File: src/rtl/qpu_ifu_flush_rsp_pkg.sv
// qpu_ifu_flush_rsp_pkg: shared PC width and PC type for the IFU flush/response block.
`default_nettype none

`ifndef QPU_PC_SIZE
`define QPU_PC_SIZE 32
`endif

package qpu_ifu_flush_rsp_pkg;

  localparam int PC_SIZE = `QPU_PC_SIZE;

  typedef logic [PC_SIZE-1:0] pc_t;

endpackage

`default_nettype wire

File: src/rtl/qpu_ifu_flush_rsp.sv
// qpu_ifu_flush_rsp: single-outstanding fetch issue with flush redirect and
// discard of the response belonging to a flushed fetch.
`default_nettype none

module qpu_ifu_flush_rsp
  import qpu_ifu_flush_rsp_pkg::*;
#(
  parameter logic [`QPU_PC_SIZE-1:0] RESET_PC = '0,
  parameter logic [`QPU_PC_SIZE-1:0] PC_STEP  = `QPU_PC_SIZE'(4)
) (
  input  logic                    clk,
  input  logic                    rst,
  input  logic                    fetch_en,
  input  logic                    pipe_flush_req,
  output logic                    pipe_flush_ack,
  input  logic [`QPU_PC_SIZE-1:0] pipe_flush_add_op1,
  input  logic [`QPU_PC_SIZE-1:0] pipe_flush_add_op2,
  output logic                    ifu_req_valid,
  input  logic                    ifu_req_ready,
  output logic [`QPU_PC_SIZE-1:0] ifu_req_pc,
  input  logic                    ifu_rsp_valid,
  output logic                    ifu_rsp_ready,
  output logic                    ifu_rsp_drop
);

  localparam logic [0:0] FETCH = 1'b0;
  localparam logic [0:0] DRAIN = 1'b1;

  logic [0:0] state;
  pc_t        pc;
  logic       osd;

  pc_t  flush_pc;
  logic in_fetch;
  logic req_hs;

  assign flush_pc = pipe_flush_add_op1 + pipe_flush_add_op2;
  assign in_fetch = (state == FETCH);

  // Outputs are gated by rst so nothing leaks while the registers are still being reset.
  assign ifu_req_valid  = ~rst & in_fetch & fetch_en & ~osd & ~pipe_flush_req;
  assign pipe_flush_ack = ~rst & in_fetch & pipe_flush_req;
  assign ifu_rsp_drop   = ~rst & ifu_rsp_valid & osd & (pipe_flush_ack | ~in_fetch);
  assign ifu_rsp_ready  = 1'b1;
  assign ifu_req_pc     = pc;

  assign req_hs = ifu_req_valid & ifu_req_ready;

  always_ff @(posedge clk) begin
    if (rst) begin
      state <= FETCH;
      pc    <= RESET_PC;
      osd   <= 1'b0;
    end else begin
      case (state)
        FETCH: begin
          if (pipe_flush_req) begin
            pc <= flush_pc;
            // A fetch still in flight must have its response swallowed before refetching.
            if (osd && !ifu_rsp_valid) begin
              state <= DRAIN;
            end else begin
              osd <= 1'b0;
            end
          end else if (req_hs) begin
            pc  <= pc + PC_STEP;
            osd <= 1'b1;
          end else if (ifu_rsp_valid) begin
            osd <= 1'b0;
          end
        end
        DRAIN: begin
          if (ifu_rsp_valid) begin
            osd   <= 1'b0;
            state <= FETCH;
          end
        end
        default: begin
          state <= FETCH;
          osd   <= 1'b0;
        end
      endcase
    end
  end

endmodule

`default_nettype wire

File: config.mk
export PLATFORM = sky130hd
export DESIGN_NAME = qpu_ifu_flush_rsp
export DESIGN_NICKNAME = d
export VERILOG_FILES = /design/src/rtl/qpu_ifu_flush_rsp_pkg.sv /design/src/rtl/qpu_ifu_flush_rsp.sv
export SDC_FILE = /design/constraint.sdc
export NUM_CORES = 1
export LEC_CHECK = 0
export BUFFER_PORTS_ARGS = -buffer_cell sky130_fd_sc_hd__clkbuf_2
export CAP_MARGIN = 0
export CORE_MARGIN = 2
export CORE_UTILIZATION = 55
export DETAILED_ROUTE_END_ITERATION = 8
export PLACE_DENSITY = 0.83
export SYNTH_ARGS = -nofsm -noshare
export SYNTH_HDL_FRONTEND = slang
export SYNTH_SLANG_ARGS = --single-unit
File: constraint.sdc
create_clock -name clk -period 4.1 [get_ports clk]
set_input_delay 0.615 -clock clk [delete_from_list [all_inputs] [get_ports clk]]
set_output_delay 0.615 -clock clk [all_outputs]
set_load 0.05 [all_outputs]
==> flow_results.org <==
** Cells and area
- 0 antenna diodes ended up in the layout.
- Counting the fill cells in the layout gives ~620.
- Total number of nets in the final design :: 707
- Summing all multi-input logic gate instances after layout gives around 0.0029 mm2.
- At the end of the flow the core is filled with cells to 64.80%.
- In the final layout, flip-flops and latches occupy 680.7 um2.
- Proportion of layout cells with a drive suffix above 1 :: 22.64%
- Area delta synth->final :: 14.78%

** Timing
- Static timing analysis puts the maximum clock frequency at approximately 330 MHz.
- The final-report hold violation count was 0.
- The clock arrives with approximately 0.0047 ns of skew.
- Final number of setup-violating endpoints :: 0
- Setup repair after global routing left no endpoint under its margin.
- Relative slew margins :: between 30% and 40%
- In the final timing run, aggregate negative setup slack is 0 ns.
- Final worst hold slack :: roughly 0.48 ns
- Across all setup checks in the final design, the least slack found is between 1 and 1.5 ns.
- Shortest clock period the worst path allows after layout :: 3.011 ns
- The number of max-slew violations in the final report was 0.
- For the pin with the worst max-slew slack, the measured transition is slightly above 0.9 ns.
- Final cycle utilization of the critical path :: approximately 73%

** Routing
- Number of violations reported at the end of detailed-routing iteration 0 :: 305
- Once detail routing completed, the nets flagged for antenna violations numbered 0.
- Number of optimization iterations in the first detailed-route pass :: 5
- Residual DRC count :: 0
- Via count of the routed design :: roughly 4400
- Summed over all layers, the routed wires come to about 11000 um.
- After detailed routing, the number of vias per cell comes to about 6.4.
- In the final routed layout, each cell accounts on average for between 15 and 20 um.

** Clock network
- Clock root cell :: clkbuf_8
- Clock Pin Slew Worst Setup and Hold Paths :: about 0.070 ns
- CTS tree :: yes
- Clock Tree Buf Depth :: 2
- Counting every sink on the clock net gives 34.
- The clock tree synthesis step divided the H-tree into 2 levels.
- Clock tree synthesis inserted a total of 5 buffers.
- Number of buffers inserted by hold repair at cts :: 0
- Cells resized by post-CTS repair :: 0
- Setup Fix Bufs, Post-CTS :: 0
- Clock insertion delay at the later pin of the skew report :: slightly below 0.3 ns

** Critical path
- List of cells traversed by the critical path :: clkbuf_2 > ha_1 > inv_1 > fa_1 > nand2b_1 > a21oi_1 > o21ai_1 > a211oi_1 > a311oi_1 > or4_1 > o2111ai_1 > o21ai_0
- CP max-delay cell :: or4_1
- Data arrival time at the worst-slack endpoint :: 3.19 ns
- Maximum net fanout on the critical path :: 4
- Tracing the worst setup path back leads to its startpoint at pipe_flush_add_op1[0].
- CP Launch Type :: input port
- The critical path is of the in2reg type.
- Measured in cells, the most critical reg-to-reg path has a length of 9.
- Crit path largest cell delay :: between 0.5 and 0.6 ns
- In this run the critical register-to-register path is launched from ifu_req_pc[2].
- STA classifies the critical path endpoint as a flip-flop.
- Data required time of the worst path :: roughly 4.3 ns
- In this run the critical register-to-register path is captured at ifu_req_pc[26].
- Family of cells with the greatest summed delay on the critical path :: compound AO/OA/AOI/OAI gates
- The number of buffers and inverters on the critical path is 2.
- Across all register-to-register paths, the minimum setup slack is 1.53 ns.

** Floorplan
- Horizontal die dimension :: ~87 um
- During I/O placement, the number of pins put on the boundary was between 100 and 150.
- Core area :: about 0.0067 mm2
- Total number of placement rows :: 30
- For this configuration, the core starts out at a cell density of 56.46%.
- The floorplan step defined a die boundary enclosing approximately 0.0076 mm2.
- Measured along the y axis, the die boundary spans 87.05 um.

** Place
- Total of buffers placed on input and output ports :: roughly 100
- Routability-driven placement finished with a final weighted congestion of roughly 0.9.
- Placement Setup Slack :: 0.8448 ns
- The wire-length estimate of the detail-placed layout is roughly 8200 um.

** Logic synthesis
- After synthesis, the most frequently instantiated cells are a21oi_1 (60), o21ai_0 (49), nor2_1 (46), nand2_1 (37), dfxtp_1 (34).
- Avg Synthesized Cell Area :: around 7.4 um2
- By area the synthesized netlist is led by dfxtp_1 (18%), ha_1 (11%), a21oi_1 (7.9%).
- The most common cell in the synthesized netlist is a21oi_1.
- Yosys warning total :: 0
- The synthesized design spends more area on one cell type than any other, namely dfxtp_1.
- Post-Syn Area :: 0.003794 mm2
- Dominant register cell in the synthesized netlist :: dfxtp_1
- Of all flip-flops after synthesis, the portion carrying an async set or reset was 0%.
- Portion of the post-synthesis area used by sequential elements :: 17.94%
- Post-Synthesis Net Count :: approximately 620
- The top cell type by area accounts for between 10% and 20% of the synthesized area.
- Unique masters post-synth :: 75
- Synthesis handed over a netlist of roughly 520 instances.
- The synthesized design contains 34 register bits.
- Number of enable-type register cells in the synthesized netlist :: 0

** Hold path
- In this run the most critical hold path is launched from ifu_req_pc[0].
- End point of the most critical hold path :: ifu_req_pc[0]
- Along the worst hold path, the cell count comes to 2.
- Hold crit path type :: reg2reg

** Pwr
- Dividing total power by cell area gives a power density of about 300 mW/mm2.
- Leak :: 1.912 nW
- VDD sags by at most approximately 0.00013 V.
- Design Power :: about 1.3 mW

** Global routing
- GR Util met1 :: between 40% and 50%
- Number of antenna violations at the first check in global routing :: 0
- Largest net degree at the start of global routing :: 67
- Global routing consumed, on the met2 layer, 44.27% of the routing resources.
- First-pass GRT wire length :: 17770 um
- Met3 Usage GRT :: under 10%
- Overall fraction of global-route tracks in use :: ~29%
- Most congested layer reported by global routing :: met2
- The number of global-route vias before repair is between 3000 and 4000.
- Overall overflow remaining after global route :: 0

** Status
- The run finished with clean final reports.

** Run
- Max-cap violations :: 0
## sequential cells by signal, indices dropped and copies added, names as in the netlist
name        cells
osd             1
state           1
ifu_req_pc     32
## where the power goes
part | internal (mW) | switching [mW]
Combinational | 0.210 | 0.390
Sequential | 0.363 | 0.0452
Clock | 0.182 | 0.123
## cells by family (layout without fill, tap and decap cells)
family | after synthesis | in the layout | synth area share (%)
AO/OA/AOI/OAI | 198 | 198 | 34.00
AND/OR/NAND/NOR | 180 | 180 | 24.11
buffers and inverters | 44 | 134 | 6.860
flip-flops | 34 | 34 | 17.94
adder cells (fa/ha/maj) | 33 | 33 | 11.08
XOR/XNOR | 22 | 22 | 5.079
multiplexers | 3 | 3 | 0.8245
other | 1 | 1 | 0.09885
## how the worst max path moves through the flow
| stage | to | depth (start not counted) |
|---|---|---|
| after floorplan | ifu_rsp_drop | 5 |
| after global placement | ifu_req_pc[28] | 12 |
| after detailed placement | ifu_req_pc[28] | 12 |
| after CTS | ifu_req_pc[28] | 12 |
| after global routing | ifu_req_pc[28] | 12 |
| final | ifu_req_pc[28] | 12 |
## metal layers
metal,up-vias,part of all wire (%)
met4,0,2.2
met2,219,45
li1,2114,-
met1,2000,46
met5,-,0
met3,26,7.4
## cell usage in the layout (no fill, tap or decap), types with 5 or more instances in the layout
| cell type | n |
|---|---|
| a31oi_1 | 15 |
| nor3_1 | 17 |
| a21oi_1 | 60 |
| nand2b_1 | 12 |
| o21ai_0 | 49 |
| nand4_1 | 10 |
| ha_1 | 32 |
| dfxtp_1 | 34 |
| xnor2_1 | 13 |
| nor4_1 | 8 |
| nand2_1 | 37 |
| o22ai_1 | 6 |
| a221oi_1 | 5 |
| a211oi_1 | 9 |
| a21o_1 | 5 |
| nand3_1 | 12 |
| and3_1 | 11 |
| o211ai_1 | 5 |
| clkbuf_2 | 104 |
| clkbuf_8 | 5 |
| nor2_1 | 46 |
| xor2_1 | 9 |
| inv_1 | 18 |
## worst reg2reg max path: cells and delay by family (launching register included)
| family | cells | cell delay [ns] |
|---|---|---|
| AO/OA/AOI/OAI | 5 | 0.79 |
| adder cells (fa/ha/maj) | 1 | 0.25 |
| flip-flops | 1 | 0.43 |
| AND/OR/NAND/NOR | 3 | 1.04 |
## cell type report
cell class	count	area share (%)
clock inverter	1	0.6897
multi-input combinational	437	65.52
inverter	19	1.638
tap	80	2.299
sequential	34	15.63
timing repair buffer	107	12.47
clock buffer	7	1.753
## per-stage QoR
| step | instance area, um2 | instances |
|---|---|---|
| finish | 4354 | 685 |
| global route | 4354 | 685 |
| CTS | 4354 | 685 |
| detailed placement | 4248 | 677 |
| global placement | 4248 | 677 |
| floorplan | 3794 | 515 |
No activity file was read; power rests on OpenSTA's default activity.
